<file path="config.mk">
export PLATFORM = sky130hd
export DESIGN_NAME = stage_sequencer
export DESIGN_NICKNAME = d
export VERILOG_FILES = /design/src/rtl/stage_sequencer_pkg.sv /design/src/rtl/stage_sequencer_load_addr_counter.sv /design/src/rtl/stage_sequencer.sv
export SDC_FILE = /design/constraint.sdc
export NUM_CORES = 1
export LEC_CHECK = 0
export CAP_MARGIN = 40
export CORE_UTILIZATION = 39
export DETAILED_ROUTE_END_ITERATION = 8
export PLACE_DENSITY = 0.87
export SLEW_MARGIN = 20
export SYNTH_ARGS = -nofsm -noshare
export SYNTH_HDL_FRONTEND = slang
export SYNTH_SLANG_ARGS = --single-unit
</file>
<file path="constraint.sdc">
create_clock -name clk -period 1.6 [get_ports clk]
set_input_delay 0.16 -clock clk [delete_from_list [all_inputs] [get_ports clk]]
set_output_delay 0.16 -clock clk [all_outputs]
set_load 0.1 [all_outputs]
</file>
<file path="src/rtl/stage_sequencer_pkg.sv">
// Shared definitions for the stage sequencer and the control unit it feeds:
// stage and state encodings plus program-memory geometry.
package stage_sequencer_pkg;

  localparam int unsigned PADDR_W = 8;
  localparam int unsigned INSTR_W = 12;

  localparam logic [PADDR_W-1:0] PADDR_LAST = '1;

  typedef enum logic [1:0] {
    STAGE_LOAD    = 2'b00,
    STAGE_FETCH   = 2'b01,
    STAGE_DECODE  = 2'b10,
    STAGE_EXECUTE = 2'b11
  } stage_t;

  typedef enum logic [2:0] {
    ST_LOAD    = 3'b000,
    ST_FETCH   = 3'b001,
    ST_DECODE  = 3'b010,
    ST_EXECUTE = 3'b011,
    ST_HALT    = 3'b100
  } seq_state_t;

  // HALT reports the LOAD stage code so the control unit sees it as idle.
  function automatic stage_t stage_of(seq_state_t s);
    case (s)
      ST_FETCH:   return STAGE_FETCH;
      ST_DECODE:  return STAGE_DECODE;
      ST_EXECUTE: return STAGE_EXECUTE;
      default:    return STAGE_LOAD;
    endcase
  endfunction

endpackage

</file>
<file path="src/rtl/stage_sequencer_load_addr_counter.sv">
// Program-memory load address: clearable 8-bit up-counter that saturates
// at the last address and flags it, so the load never wraps.
module load_addr_counter
  import stage_sequencer_pkg::*;
(
  input  logic               clk,
  input  logic               rst,
  input  logic               clr,
  input  logic               inc,
  output logic [PADDR_W-1:0] count,
  output logic               tc
);

  assign tc = (count == PADDR_LAST);

  always_ff @(posedge clk) begin
    if (rst || clr) begin
      count <= '0;
    end else if (inc && !tc) begin
      count <= count + 1'b1;
    end
  end

endmodule

</file>
<file path="src/rtl/stage_sequencer.sv">
// Processor stage sequencer: loads the program image, then cycles
// FETCH/DECODE/EXECUTE with halt, single-step and restart control.
module stage_sequencer
  import stage_sequencer_pkg::*;
(
  input  logic                clk,
  input  logic                rst,
  input  logic                load_valid,
  input  logic [INSTR_W-1:0]  load_data,
  input  logic                load_last,
  output logic                load_ready,
  output logic [PADDR_W-1:0]  pmem_addr,
  output logic [INSTR_W-1:0]  pmem_wdata,
  output logic                pmem_we,
  input  logic                run_en,
  input  logic                halt_req,
  input  logic                step_req,
  input  logic                restart_req,
  output logic [1:0]          stage,
  output logic                core_en,
  output logic                halted,
  output logic [15:0]         instr_count
);

  seq_state_t state, state_nxt;
  logic       step_mode, step_mode_nxt;
  logic       accept;
  logic       restart;
  logic       addr_tc;

  assign load_ready = (state == ST_LOAD);
  assign accept     = load_valid && load_ready;
  assign restart    = (state == ST_HALT) && restart_req;

  assign pmem_we    = accept;
  assign pmem_wdata = load_data;

  load_addr_counter u_addr (
    .clk   (clk),
    .rst   (rst),
    .clr   (restart),
    .inc   (accept),
    .count (pmem_addr),
    .tc    (addr_tc)
  );

  always_ff @(posedge clk) begin
    if (rst) begin
      state     <= ST_LOAD;
      step_mode <= 1'b0;
    end else begin
      state     <= state_nxt;
      step_mode <= step_mode_nxt;
    end
  end

  always_ff @(posedge clk) begin
    if (rst || restart) begin
      instr_count <= '0;
    end else if (state == ST_EXECUTE) begin
      instr_count <= instr_count + 16'd1;
    end
  end

  always_comb begin
    state_nxt     = state;
    step_mode_nxt = step_mode;
    case (state)
      ST_LOAD: begin
        if (accept && (load_last || addr_tc)) begin
          state_nxt     = run_en ? ST_FETCH : ST_HALT;
          step_mode_nxt = 1'b0;
        end
      end
      ST_FETCH:  state_nxt = ST_DECODE;
      ST_DECODE: state_nxt = ST_EXECUTE;
      ST_EXECUTE: begin
        if (step_mode || halt_req || !run_en) begin
          state_nxt     = ST_HALT;
          step_mode_nxt = 1'b0;
        end else begin
          state_nxt = ST_FETCH;
        end
      end
      ST_HALT: begin
        if (restart_req) begin
          state_nxt     = ST_LOAD;
          step_mode_nxt = 1'b0;
        end else if (step_req) begin
          state_nxt     = ST_FETCH;
          step_mode_nxt = 1'b1;
        end else if (run_en && !halt_req) begin
          state_nxt     = ST_FETCH;
          step_mode_nxt = 1'b0;
        end
      end
      default: begin
        state_nxt     = ST_LOAD;
        step_mode_nxt = 1'b0;
      end
    endcase
  end

  assign stage   = stage_of(state);
  assign core_en = (state == ST_FETCH) || (state == ST_DECODE) || (state == ST_EXECUTE);
  assign halted  = (state == ST_HALT);

endmodule

</file>
==> results.md, run 1 <==
* Most used cell, CP: buf_12
* Die area at 4145 µm²
* Worst hold stages at 0
* Vias at between 1500 and 2000
* ANT nets after route at 0
* Core footprint at 3689 µm²
* Crit-path cells: buf_12, nor4b_4, buf_4, buf_12
* I/O pins at 62
* Final Cycle Share at 99.87%
* H-tree lvl count at 1
* Synth Cell Area at about 1500 µm²
* Setup Viol. Count Final at 0
* Dominant cell type by area after synthesis: dfxtp_1
* Vias in the first global route at between 1500 and 2000
* Layout cells sized above 1 at around 48%
* Yosys cell types at 46
* Net switching fraction of the power at around 38%
* Placed cells at 273
* Syn Area/Cell at 8.575 µm²
* DRC violations left at 0
* Initial antenna violation count at 0
* Routed length per placed instance at approximately 14 µm
* Antenna Cells at 0
* Finished Layout Cells at roughly 290
* Number of vias per cell at 5.354
* Clock network power share at approximately a fifth
* Crit. End Element: primary output
* Worst path depth at 4
* CP peak stage delay at 0.35 ns
* HP Class: primary input to primary output
* Post-synth top area share at 36.93%
* Max VDD drop at between 0.7 and 0.8 mV
* Design area at 2620 µm²
* Clock skew at around 0.0026 ns
* Switching power at 739.8 µW
* Clk slew on worst S/H paths at around 0.09 ns
* Width of the die at between 60 and 70 µm
* Post-Syn Instances at approximately 180
* Status: finished clean
* P_leak at between 0.9 and 1 nW
* First-pass GRT wire length at 6.831 mm
* Max Fclk at about 630 MHz
* Clk Tree Root Cell: clkbuf_8
* CP required at 1.44 ns
* Async SR Flop Fraction at 0%
* Post-synth net total at 199
* Starting Density at 41.15%
* Post-DP Area at 2450 µm²
* Final slew viol count at 0
* Pin count of the biggest net entering global routing at 16
* Pwr Density at 752.7 nW/µm²
* Max clock buf depth at 2
* Final Net Count at 260
* Buf+Inv Stages, Crit Path at 3
* Seq/Total Area, Yosys at 36.93%
* CP Data Arrival Time at 1.44 ns
* Logic pwr share at between 40% and 50%
* Ys Warns at 0
* Slew @ Worst Pin at 0.3740 ns
* CP top delay family: buffers and inverters
* GRT Util Overall at 20.82%
* RSZ-0062 raised after global routing: yes
* Routed WL at 4.004 mm
* Setup Crit Path Kind: register to primary output
* Total gr overflow at 0
* Sequential power share at 37.1%
* Rel. slew slack at 74.72%
* Die height at 64.38 µm
* Port-buffer cells at 37
* Placement Rows at 22
* Endpoints failing hold at 0
* Ranking of synthesized cells by area: dfxtp_1 37%, buf_4 5.9%, xor2_1 5.8%
* Pre-antenna DRT Iters at 4
* Clk_lat worst skew at ~0.28 ns
* Register bit total from synthesis at 28
* DR iter-0 viols at 96
* Top FF cell, synth: dfxtp_1
* Clock Sinks at 28
* Slowest-stage cell, CP: dfxtp_2
* Crit path time final at between 1.5 and 2 ns
* CTS tree: built
* CP startpoint kind: register
* Area Overhead vs Synth at 72.63%
* Number of buffers created by CTS at 3
* R2r worst-path depth at 5
* Peak fanout along the critical path at 5
* Max Cap Violations at 0
* Post-DP HPWL at 2.951 mm
* CTS Hold Bufs at 0
* Post-synth EDFFs at 0
* Final GP Congestion at 0.9581
* P_int at 1.232 mW
[cell type report]
| type | instances | area (µm²) |
|---|---|---|
| sequential | 28 | 609.3 |
| clock buffer | 4 | 45.04 |
| timing repair buffer | 73 | 964.7 |
| inverter | 4 | 15.01 |
| fill | 259 | 1069 |
| tap | 48 | 60.06 |
| multi-input combinational | 128 | 925.9 |
[state kept, by name, summed over array words and instances, names as in the netlist]
signal / flops
state: 3
instr_count: 16
u_addr.count: 8
step_mode: 1
[layout by cell type (no fill, tap or decap), types with 2 or more instances in the layout]
master and n:
a21oi_1 8, a21oi_2 3, and2_1 2, buf_12 31, buf_4 32, buf_6 3
clkbuf_8 3, clkdlybuf4s50_1 7, dfxtp_1 7, dfxtp_2 12, dfxtp_4 9, ha_1 2
inv_1 4, nand2_1 10, nand3_1 8, nand4_1 4, nor2_1 18, nor2b_4 2
nor3_1 4, nor3_4 2, o2111ai_1 2, o211ai_1 2, o21ai_0 8, o21ba_2 2
o31ai_1 3, or3_1 5, xnor2_1 5, xor2_1 10
[cell families (layout without fill, tap and decap cells)]
logic type / Yosys count / in the layout / share of synthesized area, %
fa+ha+maj: 2 / 2 / 1.649
mux: 1 / 1 / 0.6595
buf+inv: 21 / 81 / 8.409
simple gates: 75 / 75 / 28.94
flops: 28 / 28 / 36.93
xor+xnor: 15 / 15 / 8.656
compound gates: 35 / 35 / 14.76
[metrics by stage]
stage               hold WS [ns]  utilization [%]  power (mW)  setup TNS [ns]  worst slack (ns)
floorplan                 0.2318                -       1.387          -11.96           -0.7874
global placement          0.3207            66.42       1.543       -0.002911         -0.002911
detailed placement        0.3207            66.42       1.552         -0.2250          -0.09232
finish                    0.3200            71.03       1.972               0          0.002018
global route              0.3202            71.03       2.062         -0.4042          -0.08583
CTS                       0.3207            68.83       1.970       -0.002028         -0.002028
[path summary, 6_finish.rpt]
check | startpoint | to | slack [ns]
worst max-delay path | state[1] | pmem_we | 0.002
worst min-delay path | load_data[3] | pmem_wdata[3] | 0.32
worst max register to register | state[0] | state[2] | 0.04
worst min register to register | instr_count[10] | instr_count[10] | 0.53
[Yosys cell counts, drive strengths merged (3+ instances only)]
cell type,number
a21oi,11
buf,15
dfxtp,28
inv,4
nand2,10
nand3,9
nand4,5
nor2,19
nor3,6
nor4b,3
o21ai,8
o31ai,3
or3,7
xnor2,5
xor2,10
[metal layers]
metal | routed length (µm) | global-route usage [%] | share of wire [%] | vias to the layer above
met5 | 0 | 0 | 0 | -
met3 | 149 | 2.500 | 3.7 | 15
met4 | 138 | 14.17 | 3.4 | 0
li1 | - | - | - | 748
met2 | 1930 | 34.74 | 48 | 45
met1 | 1786 | 24.73 | 45 | 718
[what timing repair did]
item / CTS / global route
resized for setup: 5 / 11
setup buffers: 4 / 4
endpoints found under the setup margin: 3 / 19
pin swaps: 2 / 6
[power by group through the flow]
stage	Combinational, mW	Clock [mW]	Sequential, mW
global route	0.878	0.449	0.735
CTS	0.833	0.406	0.731
global placement	0.800	0	0.744
finish	0.842	0.400	0.731
floorplan	0.557	0	0.830
detailed placement	0.808	0	0.744
Note: power is estimated with default switching activity, not from simulation.
==> run 2: changes to the inputs <==
--- a/config.mk
+++ b/config.mk
@@ -8,8 +8,9 @@
 export CAP_MARGIN = 40
 export CORE_UTILIZATION = 39
 export DETAILED_ROUTE_END_ITERATION = 8
-export PLACE_DENSITY = 0.87
+export PLACE_DENSITY = 0.86
 export SLEW_MARGIN = 20
 export SYNTH_ARGS = -nofsm -noshare
 export SYNTH_HDL_FRONTEND = slang
+export SYNTH_HIERARCHICAL = 1
 export SYNTH_SLANG_ARGS = --single-unit
==> results.md, run 2 <==
* Status: finished clean
* Setup Crit Path Kind: register to register
* Endpoints failing hold at 0 (unchanged)
* Post-synth top area share at 35.87% (-1.1 points)
* First-pass GRT wire length at 7.058 mm (+3.3%)
* Rel. slew slack at 68.77% (-5.9 points)
* R2R Setup Slk at 0.0007 ns (-0.04 ns)
* Post-DP HPWL at 3.088 mm (+4.6%)
* Clock Sinks at 28 (unchanged)
* Worst hold stages at 0 (unchanged)
* Largest register by flop count: instr_count
* Worst r2r dst: u_addr/count[7]
* Final slew viol count at 0 (unchanged)
* Setup Viol. Count Final at 0 (unchanged)
* Slack of the critical path at 0.0007375 ns (-0.001280 ns)
* CP Data Arrival Time at 1.77 ns (+0.33 ns)
* GRT Util Overall at 21.19% (+0.37 points)
* Total gr overflow at 0 (unchanged)
* Max Fclk at 625.3 MHz (about the same)
* Syn Area/Cell at 8.493 µm² (-0.95%)
* Peak fanout along the critical path at 6 (+1)
* Register bit total from synthesis at 28 (unchanged)
* Top FF cell, synth: dfxtp_1
* DRC violations left at 0 (unchanged)
* Post-synth EDFFs at 0 (unchanged)
* Number of vias per cell at 5.511 (+2.9%)
* Worst r2r src: state[1]
* Die height at 65.30 µm (+1.4%)
* HP Class: primary input to primary output
* Clk_lat worst skew at 0.28 ns (about the same)
* Ys Warns at 6 (+6)
* Count leader, synth: dfxtp_1
* Number of buffers created by CTS at 3 (unchanged)
* Layout cells sized above 1 at 48.71% (+1.0 points)
* Clock skew at 0.008184 ns (+0.005590 ns)
* Port-buffer cells at 37 (unchanged)
* Sum Neg Setup Slack at 0 ns (unchanged)
* R2r worst-path depth at 5 (unchanged)
* Max Cap Violations at 0 (unchanged)
* Most frequent cells in the layout: 31 x buf_12, 28 x buf_4, 16 x nand2_1
* Post-synth net total at 206 (+3.5%)
* Placed cells at 271 (-0.73%)
* H-tree lvl count at 1 (unchanged)
* Final Cycle Share at 99.95% (about the same)
* Starting Density at 41.74% (+0.60 points)
* Max clock buf depth at 2 (unchanged)
* Area Overhead vs Synth at 67.17%
* Hold worst-path end: pmem_wdata[10]
* Max VDD drop at 0.6003 mV (-14%)
* Yosys cell types at 46 (unchanged)
* Vias in the first global route at 1470 (-3.9%)
* CP required at 1.77 ns (+0.33 ns)
* Clk Tree Root Cell: clkbuf_8
* Core footprint at 3744 µm² (+1.5%)
* Finished Layout Cells at 280 (-1.8%)
* Final Net Count at 255 (-1.9%)
* Worst hold start: load_data[10]
* Ranking of synthesized cells by area: dfxtp_1 36%, buf_4 6.2%, nand2_1 4.1%
* Async SR Flop Fraction at 0% (unchanged)
* Routed length per placed instance at 15.30 µm (+8.9%)
* Crit. End Element: register
* Clk slew on worst S/H paths at 0.09 ns (about the same)
* Crit path time final at 1.599 ns (+0.001280 ns)
* Post-DP Area at 2444 µm² (-0.26%)
* DR iter-0 viols at 41 (-57%)
* I/O pins at 62 (unchanged)
* Placement Rows at 22 (unchanged)
* Design area at 2613 µm² (-0.29%)
* Vias at 1543 (+1.1%)
* Pin count of the biggest net entering global routing at 16 (unchanged)
* RSZ-0062 raised after global routing: yes
* Die area at 4264 µm² (+2.9%)
* Width of the die at 65.30 µm (+1.4%)
* Max reg flops at 16 (unchanged)
* Total power draw at 1.737 mW (-12%)
* Fin Hold WS at 0.3200 ns (+0.000005000 ns)
* ANT nets after route at 0 (unchanged)
* Initial antenna violation count at 0 (unchanged)
* Biggest regs: instr_count x16, u_addr/count x8, state x3
* Final GP Congestion at 0.7988 (-17%)
* Post-Syn Instances at 184 (+4.0%)
* Most common cell after layout, fill and taps aside: buf_12
* CTS Hold Bufs at 0 (unchanged)
* Top cells by count, synth: 28 x dfxtp_1, 17 x nand2_1, 13 x buf_4, 12 x nor2_1, 11 x a21oi_1
* Layout Utilization at 69.79% (-1.2 points)
* Synth Cell Area at 1563 µm² (+3.0%)
* Pre-antenna DRT Iters at 4 (unchanged)
* Setup Slack @ Placement at -0.1816 ns (-0.08932 ns)
* Routed WL at 4.284 mm (+7.0%)
* CTS tree: built
* Pwr Density at 665.0 nW/µm² (-12%)
* CP startpoint kind: register
* Seq/Total Area, Yosys at 35.87% (-1.1 points)
* Dominant cell type by area after synthesis: dfxtp_1
* Slew @ Worst Pin at 0.4566 ns (+0.08268 ns)
* Antenna Cells at 0 (unchanged)
* P_leak at 0.9502 nW (-3.3%)
[run 2: per-layer routing]
layer | global-route usage, % | up-vias | part of all wire (%)
li1 | - | 750 | -
met1 | 25.53 | 736 | 41
met2 | 35.82 | 48 | 52
met3 | 3.819 | 9 | 4.8
met4 | 10.60 | 0 | 2.2
met5 | 0 | - | 0
[run 2: worst max-delay path by stage]
stage,end,cells past startpoint,from
finish,u_addr/count[7],5,state[1]
global route,u_addr/count[5],5,state[1]
CTS,state[2],7,u_addr/count[0]
detailed placement,state[2],7,u_addr/count[0]
global placement,step_mode,6,restart_req
floorplan,u_addr/count[5],6,state[0]
[run 2: repair_timing]
item / CTS / global route
endpoints found under the setup margin: 5 / 9
gates cloned: 0 / 0
hold endpoints to repair: 0 / 0
buffers inserted: 3 / 2
gates resized for setup: 6 / 11
pin swaps: 1 / 3
[run 2: cell type report]
type / instances / area [µm²]
Clock buffer: 4 / 55.05
Fill cell: 245 / 1131
Inverter: 6 / 22.52
Multi-Input combinational cell: 128 / 949.7
Sequential cell: 28 / 624.3
Tap cell: 48 / 60.06
Timing Repair Buffer: 66 / 900.9
[run 2: cell families (layout without fill, tap and decap cells)]
group,count (synthesis),after routing,synth area share (%)
xor gates and xnor gates,9,9,5.044
muxes,3,3,1.922
and+or+nand+nor,79,79,29.30
adders and majority gates,2,2,1.601
buffers and inverters,28,76,11.37
DFF,28,28,35.87
AOI/OAI and AO/OA,35,35,14.89
[run 2: critical path, stage by stage (launching register included)]
cell and delay (ns):
dfxtp_2 0.37, nor3_4 0.22, and2_4 0.22, nand4_1 0.21
buf_4 0.21, o311a_1 0.27
[run 2: where the power goes]
group | internal (mW) | switching [mW] | leakage [nW]
Clock | 0.221 | 0.216 | 0.0288
Combinational | 0.241 | 0.336 | 0.679
Sequential | 0.696 | 0.0282 | 0.242
